[src/rtl/branch_resolve_unit.sv]
// Execute-stage branch resolver: evaluates branch conditions,
// issues a registered fetch redirect, flushes IF/ID, counts outcomes.
module branch_resolve_unit #(
  parameter int DATA_WIDTH   = 32,
  parameter int FLUSH_CYCLES = 2,
  parameter int CNT_WIDTH    = 16
) (
  input  logic                  clk,
  input  logic                  reset,
  input  logic                  br_valid,
  input  logic [2:0]            br_funct3,
  input  logic [DATA_WIDTH-1:0] SrcA,
  input  logic [DATA_WIDTH-1:0] SrcB,
  input  logic [DATA_WIDTH-1:0] br_pc,
  input  logic [DATA_WIDTH-1:0] br_imm,
  input  logic                  redirect_ready,
  output logic                  redirect_valid,
  output logic [DATA_WIDTH-1:0] redirect_pc,
  output logic                  flush,
  output logic                  busy,
  output logic                  illegal_br,
  output logic [CNT_WIDTH-1:0]  taken_cnt,
  output logic [CNT_WIDTH-1:0]  not_taken_cnt
);

  localparam int FCW = (FLUSH_CYCLES < 1) ? 1 : $clog2(FLUSH_CYCLES + 1);

  typedef enum logic [1:0] {
    sIdle,
    sRedirect,
    sFlush
  } state_t;

  state_t state;
  logic [FCW-1:0] flushCnt;

  logic isEq;
  logic isLtS;
  logic isLtU;
  logic takenCond;
  logic isIllegal;
  logic [DATA_WIDTH-1:0] target;

  assign isEq   = (SrcA == SrcB);
  assign isLtS  = ($signed(SrcA) < $signed(SrcB));
  assign isLtU  = (SrcA < SrcB);
  assign target = br_pc + br_imm;

  // Decode funct3 into a taken decision or an illegal encoding
  always_comb begin
    takenCond = 1'b0;
    isIllegal = 1'b0;
    case (br_funct3)
      3'b000:  takenCond = isEq;
      3'b001:  takenCond = ~isEq;
      3'b100:  takenCond = isLtS;
      3'b101:  takenCond = ~isLtS;
      3'b110:  takenCond = isLtU;
      3'b111:  takenCond = ~isLtU;
      default: isIllegal = 1'b1;
    endcase
  end

  // Redirect/flush FSM with registered outputs and saturating counters
  always_ff @(posedge clk) begin
    if (reset) begin
      state          <= sIdle;
      flushCnt       <= '0;
      redirect_valid <= 1'b0;
      redirect_pc    <= '0;
      flush          <= 1'b0;
      busy           <= 1'b0;
      illegal_br     <= 1'b0;
      taken_cnt      <= '0;
      not_taken_cnt  <= '0;
    end else begin
      illegal_br <= 1'b0;
      case (state)
        sIdle: begin
          if (br_valid) begin
            if (isIllegal) begin
              illegal_br <= 1'b1;
            end else if (takenCond) begin
              redirect_pc    <= target;
              redirect_valid <= 1'b1;
              flush          <= 1'b1;
              busy           <= 1'b1;
              state          <= sRedirect;
              if (taken_cnt != '1)
                taken_cnt <= taken_cnt + 1'b1;
            end else begin
              if (not_taken_cnt != '1)
                not_taken_cnt <= not_taken_cnt + 1'b1;
            end
          end
        end
        sRedirect: begin
          if (redirect_ready) begin
            redirect_valid <= 1'b0;
            flushCnt       <= FCW'(FLUSH_CYCLES);
            state          <= sFlush;
          end
        end
        sFlush: begin
          if (flushCnt <= FCW'(1)) begin
            flush <= 1'b0;
            busy  <= 1'b0;
            state <= sIdle;
          end else begin
            flushCnt <= flushCnt - 1'b1;
          end
        end
        default: begin
          redirect_valid <= 1'b0;
          flush          <= 1'b0;
          busy           <= 1'b0;
          state          <= sIdle;
        end
      endcase
    end
  end

endmodule

[config.mk]
export PLATFORM = sky130hd
export DESIGN_NAME = branch_resolve_unit
export DESIGN_NICKNAME = d
export VERILOG_FILES = /design/src/rtl/branch_resolve_unit.sv
export SDC_FILE = /design/constraint.sdc
export NUM_CORES = 1
export LEC_CHECK = 0
export ABC_CLOCK_PERIOD_IN_PS = 4200
export BUFFER_PORTS_ARGS = -buffer_cell sky130_fd_sc_hd__buf_4
export CAP_MARGIN = 15
export CORE_ASPECT_RATIO = 0.8
export CORE_MARGIN = 2
export CORE_UTILIZATION = 35
export DETAILED_ROUTE_END_ITERATION = 10
export PLACE_DENSITY = 0.57
export SKIP_CTS_REPAIR_TIMING = 1
export SYNTH_ARGS = -nofsm -noshare
export SYNTH_HDL_FRONTEND = slang
export SYNTH_SLANG_ARGS = --single-unit
[constraint.sdc]
create_clock -name clk -period 4.2 [get_ports clk]
set_clock_uncertainty 0.15 [all_clocks]
set_input_delay 0.42 -clock clk [delete_from_list [all_inputs] [get_ports clk]]
set_output_delay 0.42 -clock clk [all_outputs]
set_load 0.02 [all_outputs]
==> metrics.txt <==
final worst slack 0.874 ns; Worst-Skew Late Latency 0.32 ns; CTS H-tree lvls 3; area delta synth->final 35.1%; crit path kind input port to register; layout cells sized above 1 26.1%; hold path cells 3; drc violations 0; cell count after synthesis 680; R2R setup slack 1.29 ns; CP Max Fanout 12; HPWL after DPL 12500 microns; total negative slack 0 ns; sequential share of power 36.2%; reg2reg start not_taken_cnt[3]; average routed wire per standard cell 14.5 microns; Logic pwr share 29.1%; Hold WC Path Type input port to register; DRT Wirelength 15400 microns; worst r2r path cells 9; top post-synthesis cells by area dfxtp_1, ha_1, a21oi_1, nand2_1, xnor2_1; post-synth top area share 26.5%; initial antenna violation count 0; post-synthesis sequential area ratio 26.5%; synthesized cell area 5350 sq um; clock buffer depth 2; Most used DFF post-synth dfxtp_1; die area 16300 sq um; Max VDD drop 243 uV; critical path endpoint category register; All-Layer GR Usage 18.5%; Switching Fraction 29.8%; Post-synth EDFFs 0; worst min-delay path endpoint illegal_br; RR Endpoint not_taken_cnt[15]; Final Cycle Share 79.2%; GR Overflow Total 0; Die X 142 microns; Placed Cells incl. Taps 1048; RSZ-0062 raised after global routing no; Fin. Hold Viols 0; most frequent cells in the layout buf_4, nand2_1, a21oi_1, dfxtp_1, ha_1; first-pass GRT wire length 24700 microns; startpoint types input port; synth unique cells 60; most common cell after layout, fill and taps aside buf_4; Final Setup Violations 0; status finished clean; # port buffers 202; Slew HR 49.3%; syn_nets 882; Net Switching 0.594 mW; pin count of the biggest net entering global routing 73; Yosys top cell by area dfxtp_1; number of global-route vias before repair 5299; drt first pass iters 4; Via density 5.20; initial DRC count 270; Rows 40; pre-CTS setup slack 0.548 ns; fmax 301 MHz; Detail Route Antenna Nets 0; max-cap violations 0; Nets 1072; P per Cell Area 276 nW/um^2; CTS tree built; CTS Buf Count 9; Mean Syn Cell Area 7.87 sq um; core outline area 15000 sq um; ys async rst share 0%; yosys warns 0; Final Non-Filler Cells 1062; Top Ports 203; routability cong. 0.865; Internal 1.40 mW; vias post-DR 5525; worst-margin pin slew 0.760 ns; Crit path arrival time 3.38 ns; Initial Util 35.8%; clk root buf clkbuf_16; n_diodes 0; CP required 4.25 ns; Clk pwr share 34.6%; Leak Pwr 3.43 nW; Final Max Slew Viols 0; Die Ht 115 microns; #FFs+latches synth 71; Tmin final 3.33 ns; Hold Startpoint br_valid; clk slew on worst S/H paths 0.05 ns; # clock sinks 71
cell usage after synthesis, types with 5 or more instances:
master and number:
inv_1 45, a21oi_1 81, a211oi_1 11, dfxtp_1 71
or4_1 15, nand4_1 9, a31oi_1 5, buf_6 7
o211ai_1 7, nand2_1 97, o31ai_1 11, or3_1 11
nand2b_1 12, nand3_1 19, nor2_1 35, ha_1 66
xor2_1 13, and4_1 8, xnor2_1 21, clkbuf_1 13
nor3_1 8, a21o_1 15, and2_1 5, o21a_1 5
and3_1 15, o21ai_0 20
registers in the layout, summed over array words and instances (netlist names):
register,count
redirect_valid,1
redirect_pc,32
flushCnt,2
busy,1
taken_cnt,16
state,2
illegal_br,1
not_taken_cnt,16
power groups by stage:
stage / combinational [mW] / clock [mW] / sequential (mW)
6_report: 0.582 / 0.691 / 0.724
5_1_grt: 0.649 / 0.733 / 0.727
4_1_cts: 0.585 / 0.713 / 0.724
3_5_place_dp: 0.583 / 0 / 0.737
3_3_place_gp: 0.572 / 0 / 0.737
2_1_floorplan: 0.341 / 0 / 0.764
worst max-delay path by stage:
stage          slack (ns)  cells after the start     start                 to
2_1_floorplan        1.14                     12  SrcB[26]  not_taken_cnt[15]
3_3_place_gp         0.63                     11   SrcA[9]      taken_cnt[13]
3_5_place_dp         0.55                     12  SrcA[26]  not_taken_cnt[15]
4_1_cts              0.88                     12  SrcA[15]  not_taken_cnt[15]
5_1_grt              0.68                     13  SrcB[26]  not_taken_cnt[15]
6_report             0.87                     12  SrcA[15]  not_taken_cnt[15]
critical path, stage by stage:
cell and delay (ns):
buf_4 0.11, ha_1 0.32, and4_1 0.27, nand4_1 0.15
o41ai_1 0.38, a211oi_1 0.14, a211oi_1 0.25, nand3_2 0.28
buf_4 0.26, nor3_1 0.28, and3_1 0.21, mux2_1 0.31
stage by stage:
stage	utilization [%]	hold slack, ns	cell area (sq um)	total power, mW
final	48.3	0.218	7230	2.00
after global routing	48.3	0.215	7230	2.11
after CTS	48.3	0.199	7230	2.02
after detailed placement	46.6	0.299	6970	1.32
after global placement	46.6	0.289	6970	1.31
after floorplan	-	0.322	5350	1.10
logic make-up after synthesis:
logic type / synth area share [%]
compound gates: 21.3
xor+xnor: 5.56
fa+ha+maj: 15.8
buf+inv: 6.05
flops: 26.5
mux: 0.608
simple gates: 24.1
final cells by class:
| class | instances | area, sq um |
|---|---|---|
| inverters | 45 | 169 |
| multi-input cells | 539 | 3610 |
| clock inverters | 1 | 5.00 |
| fillers | 1468 | 7730 |
| clock buffers | 13 | 260 |
| repair buffers | 204 | 1530 |
| flip-flops and latches | 71 | 1420 |
| well taps | 189 | 236 |
metal layers:
layer	global-route usage [%]	vias up	share of wire, %
met5	0	-	0
met3	4.18	20	6.1
met4	4.73	0	1.6
li1	-	2820	-
met1	24.8	2532	47
met2	30.0	153	45
Note: power is estimated with default switching activity, not from simulation.
